`config.mk`:
```
export PLATFORM = sky130hd
export DESIGN_NAME = tt_um_ram8_macro
export DESIGN_NICKNAME = d
export VERILOG_FILES = /design/src/rtl/tt_um_ram8_macro.sv
export SDC_FILE = /design/constraint.sdc
export NUM_CORES = 1
export LEC_CHECK = 0
export CAP_MARGIN = 20
export CORE_ASPECT_RATIO = 1.2
export CORE_MARGIN = 4
export CORE_UTILIZATION = 54
export CTS_CLUSTER_DIAMETER = 100
export CTS_CLUSTER_SIZE = 16
export DETAILED_ROUTE_END_ITERATION = 8
export MAX_ROUTING_LAYER = met4
export PLACE_DENSITY = 0.81
export REMOVE_ABC_BUFFERS = 1
export SLEW_MARGIN = 20
export SYNTH_ARGS = -nofsm -noshare
export SYNTH_HDL_FRONTEND = slang
export SYNTH_SLANG_ARGS = --single-unit
```
`constraint.sdc`:
```
create_clock -name clk -period 2.6 [get_ports clk]
set_clock_uncertainty 0.15 [all_clocks]
set_input_delay 0.52 -clock clk [delete_from_list [all_inputs] [get_ports clk]]
set_output_delay 0.52 -clock clk [all_outputs]
set_load 0.005 [all_outputs]
```
`src/rtl/tt_um_ram8_macro.sv`:
```
// tt_um_ram8_macro: 32 x 8 flip-flop RAM with a registered, read-first output.
// ui_in[4:0] selects the word, ui_in[5] is the write enable and uio_in is the
// write data. The bidirectional pins are always inputs. A synchronous
// active-low reset clears every word and the output register.

module tt_um_ram8_macro (
    input  logic       clk,
    input  logic       rst_n,
    input  logic       ena,
    input  logic [7:0] ui_in,
    input  logic [7:0] uio_in,
    output logic [7:0] uo_out,
    output logic [7:0] uio_out,
    output logic [7:0] uio_oe
);

    localparam int DEPTH = 32;
    localparam int WIDTH = 8;
    localparam int AW    = 5;

    logic [WIDTH-1:0] mem [DEPTH];
    logic [WIDTH-1:0] rd_data;
    logic [AW-1:0]    addr;
    logic             wr_en;
    logic             unused_reserved;

    assign addr  = ui_in[AW-1:0];
    assign wr_en = ui_in[5];

    // ui_in[7:6] are reserved pins. They do not affect any state or output.
    assign unused_reserved = &{1'b0, ui_in[7:6]};

    // The bidirectional pins are inputs only, so both outputs are constant zero.
    assign uio_out = 8'h00;
    assign uio_oe  = 8'h00;
    assign uo_out  = rd_data;

    // Reset clears all state. Otherwise, when enabled, do a read-first access:
    // capture the old word, then write the new data into that word.
    always_ff @(posedge clk) begin
        if (!rst_n) begin
            for (int i = 0; i < DEPTH; i++) begin
                mem[i] <= '0;
            end
            rd_data <= '0;
        end else if (ena) begin
            rd_data <= mem[addr];
            if (wr_en) begin
                mem[addr] <= uio_in;
            end
        end
    end

endmodule

```
==> reports/qor.yml <==
timing.hold.ws_ns: 0.413
endpoint_kind: "flop"
rsz0062_at_grt: "no"
htree_levels: 1
crit_slowest_cell: "clkdlybuf4s50_1"
cts_buffers: 20
area_growth_pct: 14.1
synth_area_leaders: "edfxtp_1 (62%), and2_1 (13%), mux4_2 (6.7%), mux2i_1 (3.6%), o21ai_0 (1.7%)"
grt_pass1_wl_um: 42800
setup_viol: 0
arrival_ns: 2.35
ys_warn_count: 0
drive_gt1_share_pct: 19.8
grt_util_all_layers_pct: 22.3
root_buffer: "clkbuf_16"
io_pins: 43
fmax_mhz: 437
syn-instance-count: 866
ys.flop_type: "edfxtp_1"
relSlewSlack_pct: 57.0
placementRows: 60
grt_pass1_vias: 7520
vias: 7445
route.detailed.drc: 0
avgRoutedWirePerCell_um: 21.7
slew_viol_final: 0
grt_max_degree: 33
synth_cell_types: 49
io_buffers: 24
critical_path.max_stage_delay_ns: 0.60
critPathRequiredTime_ns: 2.66
drtPass1Iterations: 5
critPathKind: "input pin to flop"
cap_violations: 0
leakagePower_nw: 5.12
cts_tree: "built"
initial_utilization_pct: 55.0
start_kind: "input pin"
gp_congestion: 0.859
die_w_um: 146
total_power_mw: 8.59
dieArea_um2: 25400
synth-edff-count: 256
ir_drop_uv: 277
hold_class: "flop to flop"
numClockSinks: 264
syn_avg_cell_area_um2: 14.3
antenna_found_initial: 0
ant_nets: 0
dp_cells: 1223
insertedDiodeCount: 0
avgViaCountPerCell: 5.91
final_core_util_pct: 62.8
hold_buffers: 0
fin_nets: 985
hold_depth: 2
synthArstFlopShare_pct: 0
min_period_ns: 2.29
synth_top_area_share_pct: 62.3
crit_fanout: 9
gr-total-overflow: 0
power_density_nw_per_um2: 610
hold_viol: 0
reg2reg_depth: 5
worstPathCellList: "clkdlybuf4s50_1 > nand2_1 > or3_1 > buf_4 > o21ai_0 > buf_4"
outcome: "completed"
clkSlewWorstSetupHoldPaths_ns: 0.07
stdcell_area_um2: 14100
cpMostUsedCell: "buf_4"
totalWireLength_um: 27400
yosys.area.top_type: "edfxtp_1"
period_share_pct: 88.0
ys_ff_latch: 264
fp.dieH_um: 174
cts_setup_buffers: 0
post_cts_resized: 0
core_um2: 22400
drt-initial-drc-count: 783
worstMarginPinSlew_ns: 0.641
hpwl_um: 18700
layout.cells.non_filler: 1259
syn_area_um2: 12300
ys_seq_area_share_pct: 63.6
clockBufferDepth: 3
clock_latency_ns: 0.51
placed_area_um2: 13500
state kept, by name, indices dropped and copies added (netlist names):
name and cells:
uo_out 8, mem 256
report_power, final:
group / internal, mW / switching, mW
Combinational: 0.338 / 0.421
Sequential: 4.87 / 0.0705
Clock: 1.51 / 1.38
Total: 6.73 / 1.87
metal layers:
layer  up-vias  global-route usage, %  share of wire, %
met5         -                      -                 0
met4         0                   7.69               3.5
met3        66                   2.62               7.6
met2       318                   36.7                50
met1      3697                   29.0                39
li1       3364                      -                 -
cells by family (layout without fill, tap and decap cells):
| logic type | count (synthesis) | count (layout) | share of synthesized area (%) |
|---|---|---|---|
| AO/OA/AOI/OAI | 93 | 93 | 4.81 |
| buffers and inverters | 87 | 186 | 3.80 |
| flip-flops | 264 | 264 | 63.6 |
| multiplexers | 87 | 87 | 11.3 |
| other | 1 | 16 | 0.0304 |
| AND/OR/NAND/NOR | 334 | 334 | 16.4 |
critical path: cells and delay by family:
kind            cells  cell delay, ns
buf+inv             3            1.02
simple gates        2            0.52
compound gates      1            0.28
through the flow:
step / setup slack (ns) / TNS, ns
2_1_floorplan: 0.241 / 0
3_3_place_gp: -0.0892 / -2.82
3_5_place_dp: -0.144 / -10.73
4_1_cts: 0.366 / 0
5_1_grt: 0.263 / 0
6_report: 0.313 / 0
path summary, 6_finish.rpt:
path	slack (ns)	start	endpoint
max	0.31	ena	mem[31][2]
min	0.41	uo_out[4]	uo_out[4]
max reg2reg	0.72	mem[25][7]	uo_out[7]
min reg2reg	0.41	uo_out[4]	uo_out[4]
cells in the final DEF, fill, tap and decap left out, types with 8 or more instances in the layout:
master,netlist,final
and2_1,257,257
edfxtp_1,256,256
buf_4,22,122
mux2i_1,45,45
o21ai_0,43,43
mux4_2,37,37
nor2_1,34,34
clkdlybuf4s50_1,0,22
clkbuf_16,0,21
conb_1,1,16
o22ai_1,15,15
clkbuf_1,41,14
a22o_1,9,9
a22oi_1,9,9
nor4_1,8,8
a31oi_1,8,8
dfxtp_1,8,8
cell type report:
cell class	count	area (um2)
well taps	279	349
multi-input cells	530	4090
repair buffers	148	1220
clock inverters	1	8.76
clock buffers	35	578
flip-flops and latches	264	7850
fillers	1583	8350
inverters	2	7.51
cells in the mapped netlist (all sizes together) (2+ instances only):
cell / number
o21ai: 43
or3b: 3
nor3: 3
nand2: 4
dfxtp: 8
a31oi: 8
o32ai: 2
clkbuf: 42
nand3b: 2
edfxtp: 256
and2: 257
inv: 2
or4b: 2
a221oi: 2
or3: 3
o221ai: 2
a22o: 9
buf: 43
nand4: 2
mux4: 41
nor3b: 4
mux2i: 45
and3b: 3
a22oi: 9
nor2: 36
o22ai: 15
nor4: 8
Note: power is estimated with default switching activity, not from simulation.
